`config.mk`:
```
export PLATFORM = sky130hd
export DESIGN_NAME = booth_mul_sched
export DESIGN_NICKNAME = d
export VERILOG_FILES = /design/src/rtl/booth_mul_sched.sv
export SDC_FILE = /design/constraint.sdc
export NUM_CORES = 1
export LEC_CHECK = 0
export CELL_PAD_IN_SITES_DETAIL_PLACEMENT = 1
export CELL_PAD_IN_SITES_GLOBAL_PLACEMENT = 2
export CORE_MARGIN = 2
export CORE_UTILIZATION = 26
export DETAILED_ROUTE_END_ITERATION = 12
export GPL_ROUTABILITY_DRIVEN = 0
export PLACE_DENSITY = 0.8
export SLEW_MARGIN = 20
export SYNTH_ARGS = -nofsm -noshare
export SYNTH_HDL_FRONTEND = slang
export SYNTH_SLANG_ARGS = --single-unit
```
`constraint.sdc`:
```
create_clock -name clk -period 2.8 [get_ports clk]
set_clock_uncertainty 0.1 [all_clocks]
set_input_delay 0.84 -clock clk [delete_from_list [all_inputs] [get_ports clk]]
set_output_delay 0.84 -clock clk [all_outputs]
set_load 0.01 [all_outputs]
```
`src/rtl/booth_mul_sched.sv`:
```
// Round-robin front end that time-shares one sequential 8x8 Booth multiplier core
// between NREQ requesters, with a WAIT-state timeout guard against a hung core.
module booth_mul_sched #(
    parameter int unsigned NREQ    = 4,
    parameter int unsigned IDW     = 2,
    parameter int unsigned TIMEOUT = 31
) (
    input  logic                 clk,
    input  logic                 rst_n,
    input  logic [NREQ-1:0]      req,
    input  logic [8*NREQ-1:0]    req_a,
    input  logic [8*NREQ-1:0]    req_b,
    output logic [NREQ-1:0]      gnt,
    output logic                 busy,
    output logic                 mul_start,
    output logic [7:0]           mul_data,
    output logic                 mul_clr,
    input  logic                 mul_done,
    input  logic [15:0]          mul_product,
    output logic                 resp_valid,
    output logic [IDW-1:0]       resp_id,
    output logic [15:0]          resp_product,
    output logic                 resp_err
);

    localparam int unsigned CntW = 8;
    localparam logic [CntW-1:0] TimeoutVal = CntW'(TIMEOUT);
    localparam logic [IDW-1:0]  LastId     = IDW'(NREQ - 1);
    localparam logic [IDW:0]    NreqExt    = (IDW + 1)'(NREQ);

    typedef enum logic [2:0] {
        StIdle,
        StStart,
        StLdM,
        StLdQ,
        StWait,
        StResp,
        StClr
    } state_e;

    state_e          state_q, state_d;
    logic [IDW-1:0]  ptr_q, ptr_d;
    logic [IDW-1:0]  id_q, id_d;
    logic [7:0]      op_a_q, op_a_d;
    logic [7:0]      op_b_q, op_b_d;
    logic [CntW-1:0] cnt_q, cnt_d;
    logic [15:0]     prod_q, prod_d;
    logic            err_q, err_d;

    logic            found;
    logic [IDW-1:0]  win_id;
    logic [IDW:0]    idx;
    logic [CntW-1:0] cnt_inc;

    // Search starts at the RR pointer; ptr + i < 2*NREQ, so one subtract wraps it.
    always_comb begin
        found  = 1'b0;
        win_id = '0;
        idx    = '0;
        for (int i = 0; i < NREQ; i++) begin
            idx = {1'b0, ptr_q} + (IDW + 1)'(i);
            if (idx >= NreqExt) begin
                idx = idx - NreqExt;
            end
            if (!found && req[idx[IDW-1:0]]) begin
                found  = 1'b1;
                win_id = idx[IDW-1:0];
            end
        end
    end

    assign cnt_inc = cnt_q + 1'b1;

    always_comb begin
        state_d = state_q;
        ptr_d   = ptr_q;
        id_d    = id_q;
        op_a_d  = op_a_q;
        op_b_d  = op_b_q;
        cnt_d   = cnt_q;
        prod_d  = prod_q;
        err_d   = err_q;
        unique case (state_q)
            StIdle: begin
                if (found) begin
                    id_d    = win_id;
                    op_a_d  = req_a[8*win_id +: 8];
                    op_b_d  = req_b[8*win_id +: 8];
                    ptr_d   = (win_id == LastId) ? '0 : win_id + 1'b1;
                    state_d = StStart;
                end
            end
            StStart: state_d = StLdM;
            StLdM:   state_d = StLdQ;
            StLdQ: begin
                cnt_d   = '0;
                state_d = StWait;
            end
            StWait: begin
                cnt_d = cnt_inc;
                // A done on the timeout cycle still wins: the product is real.
                if (mul_done) begin
                    prod_d  = mul_product;
                    err_d   = 1'b0;
                    state_d = StResp;
                end else if (cnt_inc == TimeoutVal) begin
                    prod_d  = '0;
                    err_d   = 1'b1;
                    state_d = StResp;
                end
            end
            StResp:  state_d = StClr;
            StClr:   state_d = StIdle;
            default: state_d = StIdle;
        endcase
    end

    always_ff @(posedge clk or negedge rst_n) begin
        if (!rst_n) begin
            state_q <= StIdle;
            ptr_q   <= '0;
            id_q    <= '0;
            op_a_q  <= '0;
            op_b_q  <= '0;
            cnt_q   <= '0;
            prod_q  <= '0;
            err_q   <= 1'b0;
        end else begin
            state_q <= state_d;
            ptr_q   <= ptr_d;
            id_q    <= id_d;
            op_a_q  <= op_a_d;
            op_b_q  <= op_b_d;
            cnt_q   <= cnt_d;
            prod_q  <= prod_d;
            err_q   <= err_d;
        end
    end

    // Outputs are decoded from registered state only.
    always_comb begin
        busy         = (state_q != StIdle);
        mul_start    = (state_q == StStart);
        mul_clr      = (state_q == StClr);
        resp_valid   = (state_q == StResp);
        gnt          = '0;
        mul_data     = '0;
        resp_id      = '0;
        resp_product = '0;
        resp_err     = 1'b0;
        if (state_q == StStart) begin
            gnt = {{(NREQ - 1){1'b0}}, 1'b1} << id_q;
        end
        if (state_q == StLdM) begin
            mul_data = op_a_q;
        end else if (state_q == StLdQ) begin
            mul_data = op_b_q;
        end
        if (state_q == StResp) begin
            resp_id      = id_q;
            resp_product = prod_q;
            resp_err     = err_q;
        end
    end

endmodule

```
==> Word-level counts from Yosys, hierarchy flattened <==
Cells that the tools add are included.
{ "classes": {"order_cmp": 8, "addsub": 9, "muxes": 36, "reduce_logical": 13, "n_shift": 3, "eq_ne": 10} }
{ "ops": {"columns": ["op", "count"], "rows": [
  ["32-bit by 6-bit variable part select with 8-bit output", 2],
  ["16-bit two-way mux", 3],
  ["2-bit two-way mux", 10],
  ["3-bit one-hot mux with 6 select lines", 1],
  ["8-bit two-way mux", 2],
  ["8-bit one-hot mux with 2 select lines", 1],
  ["2-bit by 3-bit < comparator with 1-bit output (second input constant)", 4],
  ["1-bit two-way mux", 11],
  ["3-bit == test (second input constant)", 3],
  ["3-bit >= comparator (second input constant)", 3],
  ["3-bit two-way mux", 3],
  ["8-bit by 1-bit adder with 8-bit output (second input constant)", 1],
  ["1-bit binary-select mux with 2-bit select", 4],
  ["8-bit by 5-bit == test with 1-bit output (second input constant)", 1],
  ["2-bit by 1-bit subtractor with 2-bit output (second input constant)", 4],
  ["2-bit by 2-bit adder with 3-bit output (second input constant)", 2],
  ["3-bit by 2-bit == test with 1-bit output (second input constant)", 2],
  ["2-bit AND reduction", 3],
  ["4-bit two-way mux", 1],
  ["2-bit nonzero test", 2],
  ["1-bit by 2-bit left shift with 4-bit output (first input constant)", 1],
  ["2-bit by 1-bit adder with 3-bit output (second input constant)", 1],
  ["3-bit by 1-bit == test with 1-bit output (second input constant)", 1],
  ["2-bit by 3-bit >= comparator with 1-bit output (second input constant)", 1],
  ["other kinds (8)", 12]
]} }
{ "word_totals": {"wordCells": 87, "output_inout_bits": 35, "input_bits": 87, "reg_bits": 48} }

==> Logic depth before layout (Yosys ltp) <==
{ "logic_depth": {"word_depth": 16, "depth_mapped": 8, "ltp_nobuf": 6} }

==> Worst setup path before layout <==
OpenSTA, ideal clock, no wires.
{ "synth_path": {"path_kind": "register -> output", "start": "reg state_q[1]", "end": "out resp_id[0]", "path_buffers": 1, "arrival_time_ns": 1.240, "required_time_ns": 1.860, "stages_incl_launch_ff": 5, "setup_slack_ns": 0.620, "cell_sequence": "dfrtp_1 > nand2b_1 > nor2_1 > clkbuf_1 > and2_1"} }
{ "synth_via": {"elab_chain_cells": 2} }
{ "synth_lines": {"columns": ["element", "line", "rtl"], "rows": [
  ["start, declared", "41", "state_e state_q, state_d;"],
  ["start signal, assigned", "120", "state_q <= StIdle;"],
  ["start signal, assigned", "129", "state_q <= state_d;"],
  ["3-bit == test", null, null],
  ["via resp_valid", "20", "output logic resp_valid,"],
  ["2-bit two-way mux", "159", "if (state_q == StResp) begin"],
  ["end, declared", "21", "output logic [IDW-1:0] resp_id,"]
]} }
The timed path passes the listed nets, and every way through them passes these cells.

==> Final worst setup path <==
{ "layout_path": {"start": "reg state_q[2]", "end": "out gnt[1]"} }
{ "layout_via": {"elab_chain_cells": 2} }
{ "layout_lines": {"columns": ["element", "line", "rtl"], "rows": [
  ["3-bit by 1-bit == test with 1-bit output", "151", "if (state_q == StStart) begin"],
  ["4-bit two-way mux", "151", null],
  ["end, declared", "13", "output logic [NREQ-1:0] gnt,"]
]} }
Every way passes these cells.

==> results.sh <==
export IMPL_synth_edff_count=0
export IMPL_holdPathEnd="op_a_q[1]"
export IMPL_cp_depth=3
export IMPL_fin_setup_tns_ns=0
export IMPL_r2r_start="cnt_q[0]"
export IMPL_power_leakage_nw=2.19
export IMPL_grt_overflow_total=0
export IMPL_worstHoldStart="op_a_q[1]"
export IMPL_rows=40
export IMPL_layout_min_cycle_time_ns=2.76
export IMPL_dr_first_iter_drc_count=100
export IMPL_dp_hpwl_microns=6920
export IMPL_tightest_slew_ns=0.819
export IMPL_cts_tree="yes"
export IMPL_hold_ws_ns=0.390
export IMPL_cts_buffers=5
export IMPL_finalPower_w=0.00408
export IMPL_grt_pass1_wl_microns=15200
export IMPL_status="completed"
export IMPL_syn_area_sq_um=3180
export IMPL_nFillCells=1331
export IMPL_n_antenna_cell=0
export IMPL_layout_nets=523
export IMPL_syn_nets=400
export IMPL_routed_wl_microns=9450
export IMPL_cap_violations=0
export IMPL_cts_sinks=48
export IMPL_start_util=0.266
export IMPL_grt_max_degree=36
export IMPL_wl_met3_microns=710
export IMPL_dr_pass1_iters=4
export IMPL_ant_nets=0
export IMPL_cp_top_family="buffers and inverters"
export IMPL_fp_dieW_microns=115
export IMPL_crit_chain="buf_4 -> nor4b_2 -> clkdlybuf4s50_1"
export IMPL_fmax_ghz=0.362
export IMPL_worstPathMaxFanout=4
export IMPL_antenna_found_initial=0
export IMPL_hold_path_class="reg -> reg"
export IMPL_critPathKind="reg -> out"
export IMPL_cts_root_buf="clkbuf_16"
export IMPL_yosys_warnings=0
export IMPL_min_path_cells=2
export IMPL_hold_viol=0
export IMPL_path_clk_slew_ns=0.07
export IMPL_coreArea_sq_um=12000
export IMPL_syn_area_per_cell_sq_um=10.2
export IMPL_routed_top_layer="met4"
export IMPL_num_vias=2861
export IMPL_cpPeakStageDelay_ns=0.59
export IMPL_grt_use_total=0.144
export IMPL_power_density_nw_per_um2=849
export IMPL_synth_seq_cells=48
export IMPL_die_area_sq_um=13100
export IMPL_io_pins=122
export IMPL_syn_to_final_growth_pct=51.2
export IMPL_portBuffers=121
export IMPL_cts_max_level=2
export IMPL_slew_viol_final=0
export IMPL_wire_per_inst_microns=16.2
export IMPL_ir_drop_mv=0.364
export IMPL_reg2regPathDepth=6
export IMPL_grt_pass1_vias=3098
export IMPL_r2r_end="prod_q[2]"
export IMPL_wl_met2_microns=4470
export IMPL_worstSetupEndpointType="primary output"
export IMPL_drcViolationCount=0
export IMPL_period_share=0.986
export IMPL_crit_slowest_cell="clkdlybuf4s50_1"
export IMPL_synth_cells=311
export IMPL_relSlewSlack=0.454
export IMPL_finalSetupViolations=0
export IMPL_met1Wirelength_microns=4130
export IMPL_synth_main_ff_cell="dfrtp_1"
export IMPL_drive_above_1_share=0.161
export IMPL_worstPathArrival_ns=1.82
export IMPL_vias_per_cell=4.92
export IMPL_worstPathRequired_ns=1.86
export IMPL_yosysSeqAreaShare=0.378
export IMPL_synth_cell_types=54
export IMPL_clock_latency_ns=0.29
export IMPL_clockBufferDepth=2
export IMPL_synthArstFlopShare=1.00
export IMPL_crit_buf_inv=2
export IMPL_start_kind="flip-flop"
export IMPL_fp_dieH_microns=115
export IMPL_ff2ff_setup_slack_ns=0.61
## repair_timing
item                                    4_1_cts  5_1_grt
buffers inserted                              2        3
endpoints found under the setup margin       31       26
hold buffers                                  0        0
gates cloned                                  1        0
gates resized for setup                      15       18
## through the flow
stage	cells	cell area, sq um	worst slack (ns)	utilization
finish	582	4810	0.0402	0.402
global route	582	4810	-0.00195	0.402
CTS	579	4740	-0.00962	0.396
detailed placement	568	4510	0.00401	0.377
global placement	568	4510	0.0380	0.377
floorplan	311	3180	0.620	-
## final cells by class
type / instances / area, sq um / area share
Tap cell: 147 / 184 / 0.0383
Sequential cell: 48 / 1200 / 0.250
Clock buffer: 5 / 125 / 0.0260
Inverter: 7 / 31.3 / 0.00651
Timing Repair Buffer: 138 / 1400 / 0.292
Multi-Input combinational cell: 234 / 1820 / 0.378
Clock inverter: 3 / 42.5 / 0.00885
## routing by layer
metal  track usage  vias up
met5             0        -
li1              -     1385
met2         0.237       96
met3        0.0429       14
met1         0.184     1366
met4        0.0398        0
## cell usage in the layout, fill, tap and decap left out, types with 2 or more instances in the layout
cell             instances
clkdlybuf4s50_1        103
dfrtp_1                 46
mux2i_1                 41
nand2_1                 25
and2_1                  21
nand2b_1                20
nor2_1                  17
a22oi_1                 16
dlymetal6s2s_1          14
buf_4                   12
o221ai_2                10
o21ai_2                 10
o21ai_0                  8
a21oi_1                  7
a21boi_0                 6
o221ai_1                 6
inv_1                    5
a311oi_1                 5
clkbuf_16                5
xnor2_1                  3
buf_6                    3
dlygate4sd2_1            3
inv_4                    2
nand2b_4                 2
nor2_2                   2
nand2_4                  2
or4_4                    2
mux2_2                   2
nand3_1                  2
and3_4                   2
a221oi_1                 2
ha_1                     2
buf_12                   2
dfrtp_2                  2
## worst register-to-register path, stage by stage, from the launching register on
cell and delay (ns):
dfrtp_1 0.45, ha_1 0.29, and3_4 0.21, and3_4 0.19
o32a_4 0.34, nor2_8 0.31, o21ai_0 0.16
## report_power, final
group / internal [W] / switching [W]
Combinational: 0.00111 / 0.00107
Sequential: 0.000981 / 0.000235
Clock: 0.000420 / 0.000264
Total: 0.00251 / 0.00157
## registers in the layout, summed over array words and instances, names as in the netlist
name and cells:
cnt_q 8, err_q 1, id_q 2, op_a_q 8
op_b_q 8, prod_q 16, ptr_q 2, state_q 3
## synth_stat cells (2+ instances only)
| cell type | count | share of area |
|---|---|---|
| mux2i_1 | 41 | 0.13 |
| nand2b_1 | 21 | 0.041 |
| dfrtp_1 | 48 | 0.38 |
| a221oi_1 | 2 | 0.0055 |
| o221ai_2 | 10 | 0.047 |
| mux2_2 | 2 | 0.0071 |
| buf_6 | 6 | 0.021 |
| xnor2_1 | 3 | 0.0083 |
| a21oi_1 | 7 | 0.011 |
| and2_1 | 21 | 0.041 |
| clkbuf_1 | 7 | 0.0083 |
| or4_4 | 2 | 0.0071 |
| nand2_1 | 26 | 0.031 |
| inv_1 | 5 | 0.0059 |
| and3_4 | 2 | 0.0071 |
| nand3_1 | 2 | 0.0031 |
| o21ai_2 | 10 | 0.028 |
| a311oi_1 | 5 | 0.014 |
| ha_1 | 2 | 0.0079 |
| o21ai_0 | 8 | 0.013 |
| a21boi_0 | 6 | 0.014 |
| o221ai_1 | 6 | 0.017 |
| nor2_1 | 20 | 0.024 |
| buf_2 | 4 | 0.0063 |
| a22oi_1 | 16 | 0.038 |
## how the worst max path moves through the flow
stage                          start              end
after floorplan           state_q[1]       resp_id[0]
after global placement        req[0]        op_a_q[1]
after detailed placement      req[0]        op_b_q[4]
after CTS                 state_q[1]  resp_product[3]
after global routing      state_q[1]      mul_data[4]
final                     state_q[2]           gnt[1]
## cells by family after synthesis
logic type | count (synthesis) | synth area share
and+or+nand+nor | 105 | 0.189
AOI/OAI and AO/OA | 80 | 0.217
DFF | 48 | 0.378
muxes | 43 | 0.136
buffers and inverters | 29 | 0.0610
xor gates and xnor gates | 4 | 0.0110
adders and majority gates | 2 | 0.00787
(Power assumes the default switching activity.)
